**src/rtl/uart_tx_pkg.sv**
```systemverilog
// Shared types and constants for the framed UART transmit arbiter.
// Imported by the arbiter top level and its round-robin grant block.
package uart_tx_pkg;

   typedef enum logic [3:0] {
      StIdle,
      StHdr,
      StLen,
      StFetch,
      StLat,
      StData,
      StCsum,
      StWait,
      StDone
   } state_e;

   localparam logic SRC_DDR = 1'b0;
   localparam logic SRC_RSP = 1'b1;

   localparam logic [7:0] HDR_BASE_DEFAULT = 8'hA0;

   function automatic logic [7:0] hdr_byte(input logic [7:0] base, input logic id);
      return base | {7'd0, id};
   endfunction

endpackage

```
**src/rtl/rr_arb2.sv**
```systemverilog
// Two-way round-robin grant. Contention goes to the source that did not win last time.
// The grant history only advances when a grant is actually taken (en high).
module rr_arb2
   import uart_tx_pkg::*;
(
   input  logic clk,
   input  logic rst,
   input  logic en,
   input  logic req0,
   input  logic req1,
   output logic gnt,
   output logic gnt_id
);

   logic last_q;

   always_comb begin
      gnt = en & (req0 | req1);
      if (req0 && req1) begin
         gnt_id = ~last_q;
      end else begin
         gnt_id = req1 ? SRC_RSP : SRC_DDR;
      end
   end

   // Reset to src1 so src0 wins the first contention.
   always_ff @(posedge clk) begin
      if (rst) begin
         last_q <= SRC_RSP;
      end else if (gnt) begin
         last_q <= gnt_id;
      end
   end

endmodule

```
**src/rtl/uart_tx_arbiter.sv**
```systemverilog
// Shares one UART byte transmitter between two byte FIFOs, sending whole frames
// (header, length, payload, XOR checksum) granted round-robin.
module uart_tx_arbiter
   import uart_tx_pkg::*;
#(
   parameter logic [7:0]  HDR_BASE         = HDR_BASE_DEFAULT,
   parameter int unsigned UNDERRUN_TIMEOUT = 1024
) (
   input  logic       clk,
   input  logic       rst,
   input  logic       s0_req,
   input  logic [7:0] s0_len,
   input  logic       s0_empty,
   input  logic [7:0] s0_data,
   output logic       s0_rd_en,
   output logic       s0_ack,
   input  logic       s1_req,
   input  logic [7:0] s1_len,
   input  logic       s1_empty,
   input  logic [7:0] s1_data,
   output logic       s1_rd_en,
   output logic       s1_ack,
   output logic [7:0] tx_data,
   output logic       tx_valid,
   input  logic       tx_done,
   output logic       busy,
   output logic       frame_done,
   output logic       err_underrun,
   input  logic       err_clr
);

   localparam int unsigned TmoW    = (UNDERRUN_TIMEOUT > 1) ? $clog2(UNDERRUN_TIMEOUT) : 1;
   localparam logic [TmoW-1:0] TmoLast = TmoW'(UNDERRUN_TIMEOUT - 1);
   localparam bit          TmoEn   = (UNDERRUN_TIMEOUT != 0);

   state_e          state_q, state_d;
   state_e          ret_q, ret_d;
   logic            sel_q, sel_d;
   logic [7:0]      len_q, len_d;
   logic [7:0]      csum_q, csum_d;
   logic [7:0]      tx_data_q, tx_data_d;
   logic            tx_valid_q, tx_valid_d;
   logic            rd_en_q, rd_en_d;
   logic [1:0]      ack_q, ack_d;
   logic            frame_done_q, frame_done_d;
   logic            err_q, err_d;
   logic            pad_q, pad_d;
   logic [TmoW-1:0] tmo_q, tmo_d;

   logic       arb_en, gnt, gnt_id;
   logic       sel_empty, underrun;
   logic [7:0] sel_data, data_byte, hdr;

   assign arb_en = (state_q == StIdle);

   rr_arb2 u_arb (
      .clk    (clk),
      .rst    (rst),
      .en     (arb_en),
      .req0   (s0_req),
      .req1   (s1_req),
      .gnt    (gnt),
      .gnt_id (gnt_id)
   );

   assign sel_empty = sel_q ? s1_empty : s0_empty;
   assign sel_data  = sel_q ? s1_data : s0_data;
   assign hdr       = hdr_byte(HDR_BASE, sel_q);
   assign data_byte = pad_q ? 8'h00 : sel_data;

   always_comb begin
      state_d      = state_q;
      ret_d        = ret_q;
      sel_d        = sel_q;
      len_d        = len_q;
      csum_d       = csum_q;
      tx_data_d    = tx_data_q;
      tx_valid_d   = 1'b0;
      rd_en_d      = 1'b0;
      ack_d        = 2'b00;
      frame_done_d = 1'b0;
      pad_d        = pad_q;
      tmo_d        = tmo_q;
      underrun     = 1'b0;

      unique case (state_q)
         StIdle: begin
            if (gnt) begin
               sel_d   = gnt_id;
               len_d   = gnt_id ? s1_len : s0_len;
               ack_d   = gnt_id ? 2'b10 : 2'b01;
               state_d = StHdr;
            end
         end
         StHdr: begin
            tx_data_d  = hdr;
            tx_valid_d = 1'b1;
            csum_d     = hdr;
            ret_d      = StLen;
            state_d    = StWait;
         end
         StLen: begin
            tx_data_d  = len_q;
            tx_valid_d = 1'b1;
            csum_d     = csum_q ^ len_q;
            ret_d      = (len_q == 8'd0) ? StCsum : StFetch;
            state_d    = StWait;
         end
         StFetch: begin
            if (!sel_empty) begin
               rd_en_d = 1'b1;
               tmo_d   = '0;
               pad_d   = 1'b0;
               state_d = StLat;
            end else if (TmoEn) begin
               // Give up waiting on a starved FIFO and send a zero pad byte instead.
               if (tmo_q == TmoLast) begin
                  tmo_d    = '0;
                  pad_d    = 1'b1;
                  underrun = 1'b1;
                  state_d  = StData;
               end else begin
                  tmo_d = tmo_q + TmoW'(1);
               end
            end
         end
         StLat: begin
            state_d = StData;
         end
         StData: begin
            tx_data_d  = data_byte;
            tx_valid_d = 1'b1;
            csum_d     = csum_q ^ data_byte;
            len_d      = len_q - 8'd1;
            ret_d      = (len_q == 8'd1) ? StCsum : StFetch;
            pad_d      = 1'b0;
            state_d    = StWait;
         end
         StCsum: begin
            tx_data_d  = csum_q;
            tx_valid_d = 1'b1;
            ret_d      = StDone;
            state_d    = StWait;
         end
         StWait: begin
            if (tx_done) begin
               state_d = ret_q;
            end
         end
         StDone: begin
            frame_done_d = 1'b1;
            state_d      = StIdle;
         end
         default: begin
            state_d = StIdle;
         end
      endcase

      // A fresh underrun outranks a clear in the same cycle.
      err_d = underrun | (err_q & ~err_clr);
   end

   always_ff @(posedge clk) begin
      if (rst) begin
         state_q      <= StIdle;
         ret_q        <= StIdle;
         sel_q        <= SRC_DDR;
         len_q        <= '0;
         csum_q       <= '0;
         tx_data_q    <= '0;
         tx_valid_q   <= 1'b0;
         rd_en_q      <= 1'b0;
         ack_q        <= '0;
         frame_done_q <= 1'b0;
         err_q        <= 1'b0;
         pad_q        <= 1'b0;
         tmo_q        <= '0;
      end else begin
         state_q      <= state_d;
         ret_q        <= ret_d;
         sel_q        <= sel_d;
         len_q        <= len_d;
         csum_q       <= csum_d;
         tx_data_q    <= tx_data_d;
         tx_valid_q   <= tx_valid_d;
         rd_en_q      <= rd_en_d;
         ack_q        <= ack_d;
         frame_done_q <= frame_done_d;
         err_q        <= err_d;
         pad_q        <= pad_d;
         tmo_q        <= tmo_d;
      end
   end

   assign s0_rd_en     = rd_en_q & ~sel_q;
   assign s1_rd_en     = rd_en_q & sel_q;
   assign s0_ack       = ack_q[0];
   assign s1_ack       = ack_q[1];
   assign tx_data      = tx_data_q;
   assign tx_valid     = tx_valid_q;
   assign busy         = (state_q != StIdle);
   assign frame_done   = frame_done_q;
   assign err_underrun = err_q;

endmodule

```
**config.mk**
```make
export PLATFORM = sky130hd
export DESIGN_NAME = uart_tx_arbiter
export DESIGN_NICKNAME = d
export VERILOG_FILES = /design/src/rtl/uart_tx_pkg.sv /design/src/rtl/rr_arb2.sv /design/src/rtl/uart_tx_arbiter.sv
export SDC_FILE = /design/constraint.sdc
export NUM_CORES = 1
export LEC_CHECK = 0
export CAP_MARGIN = 40
export CORE_ASPECT_RATIO = 1.75
export CORE_MARGIN = 4
export CORE_UTILIZATION = 35
export CTS_BUF_LIST = sky130_fd_sc_hd__clkbuf_8
export CTS_CLUSTER_DIAMETER = 200
export DETAILED_ROUTE_END_ITERATION = 16
export GPL_ROUTABILITY_DRIVEN = 0
export PLACE_DENSITY = 0.65
export SYNTH_ARGS = -nofsm -noshare
export SYNTH_HDL_FRONTEND = slang
export SYNTH_SLANG_ARGS = --single-unit
```
**constraint.sdc**
```tcl
create_clock -name clk -period 1.75 [get_ports clk]
set_input_delay 0.175 -clock clk [delete_from_list [all_inputs] [get_ports clk]]
set_output_delay 0.175 -clock clk [all_outputs]
set_load 0.03 [all_outputs]
```
==> results.yml <==
run_status:
  status: "finished clean"
finish:
  layout-drive-gt1-share: 0.257
  area_growth_pct: 44.1
  layout_common_cells: "buf_4, clkdlybuf4s50_1, dfxtp_1, nor2_1"
  stdcell_count: 522
  diodes: 0
  final_common_cell: "buf_4"
  design_area_um2: 4110
  layout.nets: 474
  fillers: 744
clocking:
  clk_latency_ns: 0.33
  clock_path_buffers: 2
  htreeDepth: 2
  cts_buffers: 5
  clk_pin_slew_ns: 0.11
  cts-root-buf: "clkbuf_8"
  cts_tree: "yes"
  cts_hold_buf: 0
  clock_sinks: 51
logic_synthesis:
  synth-edff-count: 0
  ys.flop_type: "dfxtp_1"
  yosys_warnings: 0
  synth_xor_area_frac: 0.0184
  synth-simple-area-share: 0.269
  synth_adder_area_share: 0.0132
  ys_types: 70
  synth_nets: 374
  synth_seq_cells: 51
  synth_top_family_by_area: "simple AND/OR/NAND/NOR gates"
  ys_seq_area_frac: 0.358
  synth.area.mux_share: 0.0864
  syn_inst: 331
  async_flop_share: 0
  postSynthAreaPerCell_um2: 8.62
  synth_compound_area_frac: 0.205
  synth_area_um2: 2850
floorplan:
  chipHeight_um: 127
  initial_utilization: 0.358
  die_x_um: 76.3
  fp-row-count: 43
  io_pins: 56
  die_area_um2: 9720
  core_um2: 7960
setup_path:
  critPathMaxStageDelay_ns: 0.37
  path_delay_family: "simple AND/OR/NAND/NOR gates"
  critPathArrivalTime_ns: 1.94
  startpoint: "state_q[2]"
  cp_num_buf_inv: 2
  cp_cell_sequence: "buf_4 -> or2_1 -> o21a_1 -> or3_4 -> buf_4 -> o32ai_1"
  worst_path_max_delay_cell: "dfxtp_2"
  reg2reg_from: "state_q[2]"
  worstSetupEndpointType: "flop"
  crit_top_cell: "buf_4"
  critPathLaunchType: "flop"
  crit_fanout: 6
  required_ns: 1.99
  path_class: "reg -> reg"
grt:
  antenna_found_initial: 0
  gr-total-overflow: 0
  grt_pass1_wl_mm: 14.1
  grt_usage: 0.180
  grt_pass1_vias: 2936
  grt_max_degree: 28
min_path:
  hold_class: "reg -> reg"
  hold_start: "tx_data[5]"
pwr:
  p_clk_frac: 0.268
  p_leak_nw: 1.54
  p_seq_frac: 0.377
  p_sw_mw: 1.19
  p_per_area_nw_per_um2: 895
  intPower_mw: 2.49
  swShare: 0.323
  pwr-share-comb: 0.355
  peakVddDrop_mv: 0.503
route:
  drt_iter0_drc: 128
  drc_errors: 0
  post_drt_wl_per_cell_um: 16.6
  via_per_inst: 5.64
  drtAntennaViolNets: 0
  postRouteWirelength_mm: 8.69
  first_pass_iters: 6
  via_count: 2945
timing:
  hold_violations: 0
  drv_slew: 0
  max_clock_freq_mhz: 590
  post-route-period-util: 0.969
  fin_skew_ns: 0.0201
  post-route-min-period_ns: 1.70
  tightestPinTransition_ns: 0.461
  grt_setup_unrepaired: "true"
  finalSetupViolations: 0
  fin_tns_setup_ns: 0
  relSlewSlack: 0.684
placement:
  dp.cells: 511
  post_dp_cell_area_um2: 3850
  hpwl_mm: 6.69
  numPortBuffers: 55
flow_run:
  drv_cap: 0
[timing repair]
action                                  4_1_cts  5_1_grt
resized for setup                             8       22
pin swaps                                     0        2
endpoints found under the setup margin        6       18
setup buffers                                 0        2
cloned                                        0        1
[per-stage QoR]
stage | worst slack, ns | utilization | hold slack (ns) | power [mW]
3_5_place_dp | -0.203 | 0.484 | 0.480 | 2.62
4_1_cts | -0.00399 | 0.503 | 0.498 | 3.62
6_report | 0.0537 | 0.516 | 0.498 | 3.68
3_3_place_gp | -0.237 | 0.484 | 0.485 | 2.60
5_1_grt | -0.0224 | 0.516 | 0.517 | 3.85
2_1_floorplan | 0.0690 | - | 0.373 | 2.08
[cell usage after synthesis (all sizes together), types with 3 or more instances]
cell    instances  area (um2)
nand3           7        35.0
inv             7        26.3
a21o            3        22.5
xnor2           3        26.3
nand4           7        43.8
mux2           13         146
nor3b           3        27.5
a221oi          6        52.6
xor2            3        26.3
nor4b           3        32.5
ha              3        37.5
a21oi          20         104
nand2          17        63.8
o21a            3        22.5
nand2b          4        25.0
and2            5        31.3
o32ai           6        52.6
a31oi           9        56.3
nor2           39         146
nor3           20         100
or2             4        25.0
nor4            7        58.8
dfxtp          51        1020
o21ai           6        30.0
clkbuf         10        37.5
buf            13        78.8
o31ai           4        30.0
mux2i          10         100
or4b            3        30.0
[metal layers]
| metal | track usage | share of wire |
|---|---|---|
| met5 | 0 | 0 |
| met4 | 0.0854 | 0.045 |
| met3 | 0.0374 | 0.033 |
| met2 | 0.342 | 0.54 |
| met1 | 0.185 | 0.39 |
[sequential cells by signal (all words and copies together) (netlist names)]
name          cells
tmo_q            10
csum_q            8
len_q             8
tx_data           8
ret_q             4
state_q           4
ack_q             2
err_underrun      1
frame_done        1
pad_q             1
rd_en_q           1
sel_q             1
tx_valid          1
u_arb.last_q      1
[worst reg2reg max path, stage by stage (launching register included)]
cell and delay, ns:
dfxtp_2 0.37, buf_4 0.17, or2_1 0.22, o21a_1 0.24, or3_4 0.37, buf_4 0.16
o32ai_1 0.11
[power by group through the flow]
stage          clock network (mW)  logic, mW  registers [mW]
6_report                    0.987       1.31            1.39
3_3_place_gp                    0       1.21            1.39
5_1_grt                      1.04       1.41            1.40
2_1_floorplan                   0      0.661            1.42
3_5_place_dp                    0       1.23            1.40
4_1_cts                     0.993       1.25            1.37
[layout make-up]
cell class	count	area [um2]	share of cell area
Tap cell	90	113	0.0274
Clock inverter	3	63.8	0.0155
Sequential cell	51	1030	0.250
Multi-Input combinational cell	250	1800	0.439
Timing Repair Buffer	116	1010	0.246
Inverter	7	26.3	0.00639
Clock buffer	5	68.8	0.0167
[kinds of logic (layout without fill, tap and decap cells)]
family          after synthesis  in the layout
mux                          23             23
xor+xnor                      6              6
fa+ha+maj                     3              3
flops                        51             51
simple gates                136            136
compound gates               82             82
buf+inv                      30            131
[path summary, 6_finish.rpt]
path / end / slack, ns / depth (start not counted)
worst max-delay path: len_q[2] / 0.05 / 6
worst min-delay path: tx_data[5] / 0.50 / 2
worst min register to register: tx_data[5] / 0.50 / 2
worst max register to register: len_q[2] / 0.05 / 6
(Power assumes the default switching activity.)
